$ cat src/rtl/ex_stage_if.sv
// ex_stage_if: ID/EX input word, EX/MEM output word and stall lines.
// slave = execute stage, master = surrounding pipeline.
interface ex_stage_if;
  logic [57:0] pipeline_reg_in;
  logic [3:0]  opc_in;
  logic        memory_stall;
  logic [37:0] pipeline_reg_out;
  logic [3:0]  opc_out;
  logic        ex_stall;
  logic [2:0]  ex_op_dest;
  logic [15:0] ex_res;

  modport slave (
    input  pipeline_reg_in,
    input  opc_in,
    input  memory_stall,
    output pipeline_reg_out,
    output opc_out,
    output ex_stall,
    output ex_op_dest,
    output ex_res
  );

  modport master (
    output pipeline_reg_in,
    output opc_in,
    output memory_stall,
    input  pipeline_reg_out,
    input  opc_out,
    input  ex_stall,
    input  ex_op_dest,
    input  ex_res
  );
endinterface

$ cat src/rtl/ex_stage.sv
// ex_stage: 16-bit MIPS execute stage, ALU plus EX/MEM register.
// EX_MUL_EN compiles in the iterative shift-add multiplier (alu_op 1010).
module ex_stage (
  input  logic   clk,
  input  logic   rst,
  ex_stage_if.slave ex
);

  logic [15:0] op_a;
  logic [15:0] op_b;
  logic [15:0] st_data;
  logic [3:0]  alu_op;
  logic [21:0] ctrl;
  logic [15:0] alu_res;

  assign op_a    = ex.pipeline_reg_in[57:42];
  assign op_b    = ex.pipeline_reg_in[41:26];
  assign st_data = ex.pipeline_reg_in[25:10];
  assign alu_op  = ex.pipeline_reg_in[9:6];

  // {mem_we, store data, wb_en, wb_dest, wb_result_mux}
  assign ctrl = {ex.pipeline_reg_in[5], st_data,
                 ex.pipeline_reg_in[4:0]};

  assign ex.ex_op_dest = ex.pipeline_reg_in[3:1];
  assign ex.ex_res     = alu_res;

  // Single-cycle ALU; unlisted codes (and MUL) pass A
  always_comb begin
    alu_res = op_a;
    case (alu_op)
      4'h0: alu_res = op_a + op_b;
      4'h1: alu_res = op_a - op_b;
      4'h2: alu_res = op_a & op_b;
      4'h3: alu_res = op_a | op_b;
      4'h4: alu_res = op_a ^ op_b;
      4'h5: alu_res = ~(op_a | op_b);
      4'h6: alu_res = op_a << op_b[3:0];
      4'h7: alu_res = op_a >> op_b[3:0];
      4'h8: alu_res = 16'($signed(op_a) >>> op_b[3:0]);
      4'h9: alu_res = {15'b0,
                       $signed(op_a) < $signed(op_b)};
      default: alu_res = op_a;
    endcase
  end

  logic [37:0] out_q, out_d;
  logic [3:0]  opc_q, opc_d;

  assign ex.pipeline_reg_out = out_q;
  assign ex.opc_out          = opc_q;

`ifdef EX_MUL_EN

  typedef enum logic [1:0] {
    S_IDLE = 2'd0,
    S_RUN  = 2'd1,
    S_DONE = 2'd2
  } state_t;

  state_t      state_q, state_d;
  logic [15:0] mcand_q, mcand_d;
  logic [15:0] mplier_q, mplier_d;
  logic [15:0] prod_q, prod_d;
  logic [3:0]  cnt_q, cnt_d;
  logic        is_mul;

  assign is_mul = (alu_op == 4'hA);

  assign ex.ex_stall = (state_q == S_IDLE && is_mul) ||
                       (state_q == S_RUN);

  // Next-state for FSM, multiplier datapath and EX/MEM word
  always_comb begin
    state_d  = state_q;
    mcand_d  = mcand_q;
    mplier_d = mplier_q;
    prod_d   = prod_q;
    cnt_d    = cnt_q;
    out_d    = out_q;
    opc_d    = opc_q;
    if (!ex.memory_stall) begin
      unique case (1'b1)
        (state_q == S_RUN): begin
          if (mplier_q[0]) prod_d = prod_q + mcand_q;
          mcand_d  = mcand_q << 1;
          mplier_d = mplier_q >> 1;
          cnt_d    = cnt_q + 4'd1;
          out_d    = '0;
          opc_d    = '0;
          if (cnt_q == 4'd15) state_d = S_DONE;
        end
        (state_q == S_DONE): begin
          out_d   = {prod_q, ctrl};
          opc_d   = ex.opc_in;
          state_d = S_IDLE;
        end
        default: begin
          if (is_mul) begin
            mcand_d  = op_a;
            mplier_d = op_b;
            prod_d   = '0;
            cnt_d    = '0;
            out_d    = '0;
            opc_d    = '0;
            state_d  = S_RUN;
          end else begin
            out_d = {alu_res, ctrl};
            opc_d = ex.opc_in;
          end
        end
      endcase
    end
  end

  // State and datapath registers
  always_ff @(posedge clk or negedge rst) begin
    if (!rst) begin
      state_q  <= S_IDLE;
      mcand_q  <= '0;
      mplier_q <= '0;
      prod_q   <= '0;
      cnt_q    <= '0;
      out_q    <= '0;
      opc_q    <= '0;
    end else begin
      state_q  <= state_d;
      mcand_q  <= mcand_d;
      mplier_q <= mplier_d;
      prod_q   <= prod_d;
      cnt_q    <= cnt_d;
      out_q    <= out_d;
      opc_q    <= opc_d;
    end
  end

`else

  assign ex.ex_stall = 1'b0;

  // Register ALU result unless MEM is stalled
  always_comb begin
    out_d = out_q;
    opc_d = opc_q;
    if (!ex.memory_stall) begin
      out_d = {alu_res, ctrl};
      opc_d = ex.opc_in;
    end
  end

  // EX/MEM registers
  always_ff @(posedge clk or negedge rst) begin
    if (!rst) begin
      out_q <= '0;
      opc_q <= '0;
    end else begin
      out_q <= out_d;
      opc_q <= opc_d;
    end
  end

`endif

endmodule

$ cat src/flat_wrapper.sv
// flat-port wrapper written by rule: the top's interface ports become plain ports
module ex_stage_flat 
  (clk, rst, ex_pipeline_reg_in, ex_opc_in, ex_memory_stall, ex_pipeline_reg_out, ex_opc_out, ex_ex_stall, ex_ex_op_dest, ex_ex_res);
  ex_stage_if ex_i ();
  input  logic clk;
  input  logic rst;
  input wire logic [$bits(ex_i.pipeline_reg_in)-1:0] ex_pipeline_reg_in;
  input wire logic [$bits(ex_i.opc_in)-1:0] ex_opc_in;
  input wire logic [$bits(ex_i.memory_stall)-1:0] ex_memory_stall;
  output wire logic [$bits(ex_i.pipeline_reg_out)-1:0] ex_pipeline_reg_out;
  output wire logic [$bits(ex_i.opc_out)-1:0] ex_opc_out;
  output wire logic [$bits(ex_i.ex_stall)-1:0] ex_ex_stall;
  output wire logic [$bits(ex_i.ex_op_dest)-1:0] ex_ex_op_dest;
  output wire logic [$bits(ex_i.ex_res)-1:0] ex_ex_res;
  assign ex_i.pipeline_reg_in = ex_pipeline_reg_in;
  assign ex_i.opc_in = ex_opc_in;
  assign ex_i.memory_stall = ex_memory_stall;
  assign ex_pipeline_reg_out = ex_i.pipeline_reg_out;
  assign ex_opc_out = ex_i.opc_out;
  assign ex_ex_stall = ex_i.ex_stall;
  assign ex_ex_op_dest = ex_i.ex_op_dest;
  assign ex_ex_res = ex_i.ex_res;
  ex_stage u_core (.clk(clk), .rst(rst), .ex(ex_i));
endmodule
$ cat config.mk
export PLATFORM = sky130hd
export DESIGN_NAME = ex_stage_flat
export DESIGN_NICKNAME = d
export VERILOG_FILES = /design/src/rtl/ex_stage_if.sv /design/src/rtl/ex_stage.sv /design/src/flat_wrapper.sv
export SDC_FILE = /design/constraint.sdc
export NUM_CORES = 1
export LEC_CHECK = 0
export ABC_AREA = 1
export CAP_MARGIN = 20
export CORE_MARGIN = 2
export CORE_UTILIZATION = 40
export CTS_CLUSTER_SIZE = 30
export DETAILED_ROUTE_END_ITERATION = 10
export GPL_ROUTABILITY_DRIVEN = 0
export SYNTH_ARGS = -nofsm -noshare
export SYNTH_HDL_FRONTEND = slang
export SYNTH_SLANG_ARGS = --single-unit
$ cat constraint.sdc
create_clock -name clk -period 4.6 [get_ports clk]
set_input_delay 1.15 -clock clk [delete_from_list [all_inputs] [get_ports clk]]
set_output_delay 1.15 -clock clk [all_outputs]
set_load 0.03 [all_outputs]
==> run metrics, run 1 <==
status completed; max_cap viols 0; worst-path fanout max 7; worst endpoint required time around 3.5 ns; Worst path most repeated cell nand2_1; final core utilization between 60 and 70%; H-tree levels 2; unrepaired setup endpoints after global routing true; pre-CTS setup slack -0.262 ns; Root Driver clkbuf_16; worst hold stages 2; Vias/cell about 5.2; Buf/Inv on CP 4; layout cell share with drive strength beyond 1 22.7%; gr usage total 31.2%; number of global-route vias before repair 7,527; global-route wire length before repair about 40 mm; P per Cell Area 207 nW/µm²; syn avg cell area 5.45 µm²; period utilization a little over nine tenths; CP top delay family buffers and inverters; Wirelength per Cell between 15 and 20 µm; Hold Path Class reg -> reg; number of placement rows 45; final hold vios 0; WP depth 13; CTS Buffer Depth 2; core area about 15,000 µm²; Hold Buf Count CTS 0; Worst Reg2Reg Path Length in Cells 2; Port Buffers between 100 and 150; Iter 0 DRT Violations 778; grt total ovfl 0; worst skew pair latency approximately 0.28 ns; total number of vias approximately 8,300; Die Area 16,400 µm²; Slew Limit Headroom 38.2%; WS Path Type in -> out; final net count 1,514; Initial Utilization 40.7%; Critical Path, Cell by Cell clkdlybuf4s50_1 > inv_2 > ha_4 > buf_4 > nand2_2 > nor2_2 > and2_1 > nand2_1 > nand2_1 > nand2_1 > nand3_1 > nand4_1 > buf_12; pins over their slew limit 0; DP HPWL approximately 21 mm; Antenna Cells 0; DP Area 8770 µm²; clock sink count 42; CTS tree yes; fin area roughly 9500 µm²; PnR worst setup slack 0.0548 ns; worst stage delay on the critical path roughly 0.52 ns; pin count of the biggest net entering global routing between 40 and 50; synthesized net count 1,242; nature of the critical path endpoint output pin; CP Data Arrival Time about 3.4 ns; top_reg_cell synth dfrtp_1; sequential area share after synthesis between 15 and 20%; initial antenna violation count 0; Ports 127; Filler cells between 1,000 and 1,500; Worst-Margin Slew roughly 0.93 ns; Synth Warn # 0; DRC 0; first drt pass iteration count 6; CTS Buf Count 5; Post-synth EDFFs 0; P_leak about 5.1 nW; P&R area growth vs syn 54.1%; die height 128 µm; clk slew on worst S/H paths around 0.050 ns; Antenna Nets Post-Route 0; Netlist Area Pre-Place slightly above 6000 µm²; Max VDD drop ~150 µV; Post-synth ARST share 100%; slowest CP cell clkdlybuf4s50_1; Die X around 130 µm; # setup viols final 0; synthesized flop and latch total 42; critical path launch point type input pin; Post-Synthesis Cells about 1,100; final WL roughly 26 mm; Worst Clk Skew 0 ns; Synth cell types 37; Final min period 4.55 ns; fmax roughly 220 MHz
-- Yosys cell counts, types with 8 or more instances --
cell type	instances	share of area [%]
nand2_1	471	29
nand3_1	147	12
inv_1	117	7.2
nor2_1	74	4.5
ha_1	49	10
dfrtp_1	42	17
a21oi_1	37	3.0
o21ai_0	33	2.7
clkbuf_1	21	1.3
nand4_1	21	2.1
buf_2	19	1.5
nor3_1	13	1.1
inv_2	12	0.73
and2_1	10	1.0
o211ai_1	9	1.1
o21ai_1	8	0.65
-- repair_timing --
action	in CTS	in global routing
gates resized for setup	53	73
gates cloned	1	0
pin swaps	3	22
setup endpoints to repair	15	16
buffers inserted	1	7
-- worst paths after layout --
path                            slack, ns                            from                        endpoint
max in group asynchronous            3.02                             rst  u_core.ex.pipeline_reg_out[26]
min in group asynchronous            1.00                             rst  u_core.ex.pipeline_reg_out[13]
worst max-delay path                 0.05          ex_pipeline_reg_in[49]                   ex_ex_res[15]
worst min register to register       0.48  u_core.ex.pipeline_reg_out[26]  u_core.ex.pipeline_reg_out[26]
worst max register to register       3.98  u_core.ex.pipeline_reg_out[29]  u_core.ex.pipeline_reg_out[29]
worst min-delay path                 0.48  u_core.ex.pipeline_reg_out[26]  u_core.ex.pipeline_reg_out[26]
-- final cells by class --
| cell class | instances | area [µm²] | share of cell area (%) |
|---|---|---|---|
| Clock inverter | 2 | 37.5 | 0.397 |
| Sequential cell | 42 | 1050 | 11.1 |
| Inverter | 132 | 499 | 5.28 |
| Multi-Input combinational cell | 904 | 4780 | 50.5 |
| Timing Repair Buffer | 313 | 2730 | 28.9 |
| Clock buffer | 6 | 129 | 1.36 |
| Tap cell | 188 | 235 | 2.49 |
-- logic make-up (layout without fill, tap and decap cells) --
| family | after synthesis | count (layout) | share of synthesized area, % |
|---|---|---|---|
| compound gates | 107 | 107 | 9.82 |
| fa+ha+maj | 51 | 51 | 10.6 |
| buf+inv | 180 | 453 | 11.8 |
| xor+xnor | 2 | 2 | 0.285 |
| other cells | 1 | 1 | 0.0611 |
| flops | 42 | 42 | 17.1 |
| simple gates | 743 | 743 | 50.3 |
-- flip-flops by register name (all words and copies together) (netlist names) --
register,flops
u_core.ex.pipeline_reg_out,38
u_core.ex.opc_out,4
-- cell usage in the layout, fill, tap and decap left out, drive strengths merged --
master / instances
and2: 10
buf: 205
nand2: 472
a211oi: 2
a31oi: 1
nand4: 21
ha: 49
o22ai: 5
a22oi: 1
o21ai: 42
clkinvlp: 1
bufinv: 1
dfrtp: 42
xor2: 2
dlygate4sd2: 4
clkinv: 3
o2111ai: 1
a21oi: 37
nor4: 1
nand3: 147
inv: 129
dlymetal6s2s: 8
nor2: 77
clkbuf: 6
a21boi: 5
conb: 1
clkdlybuf4s50: 96
o211ai: 9
fa: 2
or2: 2
a21o: 1
o21bai: 3
nor3: 13
-- routing by layer --
layer  global-route usage, %  wire length [µm]  vias up
met5                       0                 0        -
met3                    2.96              2180       58
li1                        -                 -     4118
met4                    14.3              1130        0
met2                    52.3             12000      431
met1                    40.7             11000     3690
-- report_power, final --
part / switching (W) / internal [W] / total (W)
sequential: 0.0000199 / 0.000410 / 0.000430
clock: 0.000139 / 0.000256 / 0.000395
combinational: 0.000642 / 0.000487 / 0.00113
total: 0.000801 / 0.00115 / 0.00195
-- worst register-to-register path, stage by stage, from the launching register on --
cell     delay [ns]
dfrtp_1        0.37
nand2_1        0.08
nand2_1        0.06
-- stage by stage --
stage	power, W	hold WS, ns	setup TNS (ns)	cells
after floorplan	0.000957	0.648	0	1126
after global placement	0.00147	0.461	-1.48	1570
after detailed placement	0.00147	0.464	-1.69	1570
after CTS	0.00190	0.480	-0.0295	1580
after global routing	0.00207	0.497	-0.0678	1587
final	0.00195	0.476	0	1587
(Power assumes the default switching activity.)
==> inputs of run 2 (changes only) <==
--- a/config.mk
+++ b/config.mk
@@ -12,6 +12,7 @@
 export CTS_CLUSTER_SIZE = 30
 export DETAILED_ROUTE_END_ITERATION = 10
 export GPL_ROUTABILITY_DRIVEN = 0
+export SETUP_SLACK_MARGIN = 0.02
 export SYNTH_ARGS = -nofsm -noshare
 export SYNTH_HDL_FRONTEND = slang
 export SYNTH_SLANG_ARGS = --single-unit
==> run metrics, run 2 (synthesis gave the netlist of run 1 again) <==
Filler cells about 1,400; commonest non-fill, non-tap cell in the layout nand2_1; total negative slack 0 ns; Initial Utilization 40.7%; fmax roughly 220 MHz; worst skew pair latency approximately 0.28 ns; final net count 1,516; nature of the critical path endpoint output pin; clk slew on worst S/H paths 0.05 ns; Flop pwr share a little over a fifth; Antenna Cells 0; Clock Power Share around 20%; number of placement rows 45; period utilization 98.3%; pins over their slew limit 0; Wirelength per Cell around 17 µm; global-route wire length before repair 39.9 mm; core area approximately 15,000 µm²; Fin Hold WS around 0.48 ns; first drt pass iteration count 5; worst-path fanout max 8; # setup viols final 0; met2 WL approximately 12 mm; most frequent cells in the layout 454 x nand2_1, 192 x buf_4, 136 x nand3_1; worst endpoint required time ~3.5 ns; pin count of the biggest net entering global routing 43; status completed; WS Path Type in -> out; Max Used Layer met4; critical path launch point type input pin; final core utilization 63.4%; Worst-Margin Slew 0.929 ns; CTS Buf Count 5; Iter 0 DRT Violations ~760; max_cap viols 0; final WL 26.3 mm; Largest register FFs 38; P_leak a little over 5 nW; H-tree levels 2; Port Buffers 125; P per Cell Area approximately 210 nW/µm²; grt total ovfl 0; Hold Path Class reg -> reg; CTS Buffer Depth 2; Root Driver clkbuf_16; initial antenna violation count 0; P&R area growth vs syn 55.7%; layout cell share with drive strength beyond 1 23.8%; Antenna Nets Post-Route 0; Int Pwr 0.00116 W; final hold vios 0; Worst Clk Skew 0 ns; switching pwr 0.000808 W; die height 128 µm; DP HPWL between 20 and 25 mm; number of global-route vias before repair between 7,000 and 8,000; CTS tree yes; M1 WL around 11 mm; Die X 128 µm; Max VDD drop 155 µV; Final min period 4.52 ns; Met3 Routed Length roughly 2.1 mm; Ports 127; clock sink count 42; total number of vias a little over 8,000; Slew Limit Headroom 38.0%; unrepaired setup endpoints after global routing true; gr usage total a little under a third; CP Data Arrival Time approximately 3.4 ns; Net Sw Frac between 40% and 50%; Die Area 16,400 µm²; combinational power share between 50 and 60%; Vias/cell 5.18; DRC 0
-- run 2: cell count changes in the layout (fill, tap and decap cells not counted), moves of 2 or more --
| cell | previous run | this run |
|---|---|---|
| buf_4 | 190 | 192 |
| clkdlybuf4s50_1 | 96 | 93 |
| dlymetal6s2s_1 | 8 | 10 |
| ha_1 | 34 | 32 |
| ha_4 | 13 | 15 |
| inv_1 | 107 | 105 |
| nand2_1 | 459 | 454 |
| nand2_2 | 13 | 17 |
| nor2_2 | 16 | 14 |
| nor2_4 | 3 | 6 |
-- run 2: critical path: stages --
cell and delay [ns]:
clkdlybuf4s50_1 0.67, nor2_4 0.10, nand2_2 0.18, inv_2 0.15, nand2_1 0.09, o21ai_0 0.08
nor2_1 0.15, nand3_1 0.09, nor2_1 0.24, nand3_1 0.14, and2_1 0.16, buf_4 0.16
-- run 2: layout make-up --
cell class,count,area [µm²],share of cell area [%]
clock buffers,6,129,1.35
clock inverters,2,37.5,0.393
inverters,132,502,5.25
multi-input cells,904,4860,50.8
flip-flops and latches,42,1050,11.0
well taps,188,235,2.46
repair buffers,315,2750,28.7
-- run 2: repair_timing --
| item | CTS | global route |
|---|---|---|
| cloned | 1 | 0 |
| hold buffers | 0 | 0 |
| gates resized for setup | 64 | 87 |
| pin swaps | 5 | 23 |
| setup endpoints to repair | 15 | 16 |
| setup buffers | 2 | 8 |
-- run 2: metrics by stage --
step                worst slack, ns  std cells  cell area, µm²  power, W
floorplan                    0.0499       1126            6140  0.000957
global placement             -0.244       1570            8770   0.00147
detailed placement           -0.262       1570            8770   0.00147
CTS                          0.0120       1581            9200   0.00191
global route               -0.00616       1589            9560   0.00208
finish                       0.0771       1589            9560   0.00197
-- run 2: per-layer routing --
layer  up-vias  track usage [%]
met1      3639             40.9
met4         0             14.2
li1       4122                -
met2       400             52.6
met3        68             3.01
met5         -                0
-- run 2: power groups by stage --
stage	registers, W	logic [W]	clock network, W
5_1_grt	0.000435	0.00123	0.000422
3_5_place_dp	0.000436	0.00104	0
3_3_place_gp	0.000435	0.00104	0
2_1_floorplan	0.000519	0.000438	0
6_report	0.000430	0.00114	0.000396
4_1_cts	0.000430	0.00108	0.000403
-- run 2: path summary, 6_finish.rpt --
kind / start / to / slack, ns / cells past startpoint
worst max-delay path: ex_pipeline_reg_in[9] / ex_ex_res[14] / 0.08 / 12
worst max register to register: u_core.ex.pipeline_reg_out[24] / u_core.ex.pipeline_reg_out[24] / 3.98 / 2
max in group asynchronous: rst / u_core.ex.pipeline_reg_out[26] / 3.02 / 1
worst min-delay path: u_core.ex.pipeline_reg_out[26] / u_core.ex.pipeline_reg_out[26] / 0.48 / 2
worst min register to register: u_core.ex.pipeline_reg_out[26] / u_core.ex.pipeline_reg_out[26] / 0.48 / 2
min in group asynchronous: rst / u_core.ex.pipeline_reg_out[13] / 1.00 / 1
==> inputs of run 3 (changes only) <==
--- a/config.mk
+++ b/config.mk
@@ -7,12 +7,13 @@
 export LEC_CHECK = 0
 export ABC_AREA = 1
 export CAP_MARGIN = 20
-export CORE_MARGIN = 2
+export CORE_MARGIN = 1.5
 export CORE_UTILIZATION = 40
 export CTS_CLUSTER_SIZE = 30
 export DETAILED_ROUTE_END_ITERATION = 10
 export GPL_ROUTABILITY_DRIVEN = 0
 export SETUP_SLACK_MARGIN = 0.02
+export SLEW_MARGIN = 25
 export SYNTH_ARGS = -nofsm -noshare
 export SYNTH_HDL_FRONTEND = slang
 export SYNTH_SLANG_ARGS = --single-unit
==> run metrics, run 3 (synthesis gave the netlist of run 1 again) <==
status completed; final WL 26.4 mm; Hold Buf Count CTS 0; Iter 0 DRT Violations 695; Largest register FFs 38; P&R area growth vs syn 53.4%; Net Sw Frac between 40% and 50%; Flop pwr share 22.7%; Initial Utilization between 40% and 50%; Reg-to-Reg Start u_core.ex.pipeline_reg_out[17]; Antenna Nets Post-Route 0; worst skew pair latency roughly 0.28 ns; placed cells roughly 1,600; nature of the critical path endpoint output pin; Hold Path Class reg -> reg; switching pwr between 0.0008 and 0.0009 W; R2R Path End u_core.ex.pipeline_reg_out[17]; Slew Limit Headroom between 30% and 40%; worst-path fanout max 2; grt total ovfl 0; period utilization between 90 and 100%; combinational power share 59.4%; Ports 127; Int Pwr around 0.0011 W; Root Driver clkbuf_16; global-route wire length before repair a little over 40 mm; Wirelength per Cell 16.9 µm; CP Data Arrival Time 3.35 ns; Antenna Cells 0; CTS Buffer Depth 2; Vias/cell between 5 and 6; worst setup path endpoint ex_ex_res[0]; final net count 1,496; final hold vios 0; pin count of the biggest net entering global routing 43; commonest non-fill, non-tap cell in the layout nand2_1; P_leak ~5 nW; number of placement rows 45; DP HPWL about 21 mm; Reg2Reg Setup Slack between 3 and 4 ns; number of global-route vias before repair ~7,500; final core utilization 62.4%; total number of vias between 8,000 and 9,000; Die Area between 15,000 and 20,000 µm²; initial antenna violation count 0; P per Cell Area 201 nW/µm²; # setup viols final 0; CTS Buf Count 5; Die X 127 µm; most frequent cells in the layout 454 x nand2_1, 169 x buf_4, 138 x nand3_1; clk slew on worst S/H paths about 0.06 ns; Port Buffers approximately 130; CTS tree yes; DRC 0; H-tree levels 2; first drt pass iteration count 6; layout cell share with drive strength beyond 1 between 20% and 30%; die height 127 µm; pins over their slew limit 0; Worst Clk Skew 0 ns; fmax 222 MHz; Worst-Margin Slew 0.908 ns; WS Path Type in -> out; max_cap viols 0; critical path launch point type input pin; critical path launch point ex_pipeline_reg_in[37]; Final min period ~4.5 ns; Worst Reg2Reg Path Length in Cells 2; Clock Power Share 17.9%; worst endpoint required time between 3 and 4 ns; core area 15,100 µm²; Max VDD drop ~150 µV; clock sink count 42; Layout Cells excl Fill around 1,600; gr usage total between 30% and 40%
run 3: cell types whose count changed in the layout (fill, tap and decap cells not counted), moves of 3 or more:
cell / previous run / this run
inv_1: 105 / 108
a21oi_2: 7 / 11
clkdlybuf4s50_1: 93 / 88
buf_4: 192 / 169
dlymetal6s2s_1: 10 / 14
nor2_4: 6 / 9
run 3: layout make-up:
cell class	count	area, µm²
clock inverters	3	21.3
repair buffers	295	2650
fillers	1540	5670
flip-flops and latches	42	1050
multi-input cells	904	4840
inverters	132	497
well taps	188	235
clock buffers	5	125
run 3: how the worst min path moves through the flow:
stage | startpoint | endpoint | cells past startpoint
after floorplan | u_core.ex.pipeline_reg_out[5] | u_core.ex.pipeline_reg_out[5] | 2
after global placement | u_core.ex.pipeline_reg_out[14] | u_core.ex.pipeline_reg_out[14] | 2
after detailed placement | u_core.ex.pipeline_reg_out[13] | u_core.ex.pipeline_reg_out[13] | 2
after CTS | u_core.ex.pipeline_reg_out[13] | u_core.ex.pipeline_reg_out[13] | 2
after global routing | u_core.ex.pipeline_reg_out[10] | u_core.ex.pipeline_reg_out[10] | 2
final | u_core.ex.pipeline_reg_out[13] | u_core.ex.pipeline_reg_out[13] | 2
run 3: worst max-delay path, cell delays in order:
cell and delay (ns):
clkdlybuf4s50_1 0.47, inv_1 0.08, buf_4 0.14, ha_1 0.24
inv_1 0.06, o21ai_0 0.13, a21o_1 0.22, a21oi_4 0.19
nand2_1 0.09, nand2_1 0.06, nand3_1 0.15, a21boi_2 0.20
buf_4 0.18
run 3: power groups by stage:
stage / registers (W) / logic [W] / clock network, W
CTS: 0.000430 / 0.00106 / 0.000348
floorplan: 0.000519 / 0.000438 / 0
global route: 0.000434 / 0.00121 / 0.000365
global placement: 0.000434 / 0.00102 / 0
finish: 0.000430 / 0.00113 / 0.000340
detailed placement: 0.000436 / 0.00102 / 0
run 3: what timing repair did:
item                                    in CTS  in global routing
pin swaps                                    8                 20
resized for setup                           64                 87
buffers inserted                             2                  4
hold endpoints to repair                     0                  0
endpoints found under the setup margin      15                 15
run 3: layer usage:
layer  global-route usage, %  vias up  routed length (µm)
li1                        -     4084                   -
met1                    40.7     3726               10800
met2                    54.4      406               12200
met3                    3.37       73                2190
met4                    14.4        0                1200
met5                       0        -                   0
run 3: metrics by stage:
step                      setup TNS, ns  cell area [µm²]  hold slack [ns]  total power (W)  setup WS (ns)
after detailed placement          -2.42             8670            0.464          0.00146         -0.347
final                                 0             9420            0.474          0.00190         0.0968
after CTS                             0             9080            0.481          0.00184         0.0203
after global routing            -0.0465             9420            0.492          0.00201        -0.0376
after floorplan                       0             6140            0.648         0.000957         0.0499
after global placement            -2.21             8670            0.461          0.00146         -0.384
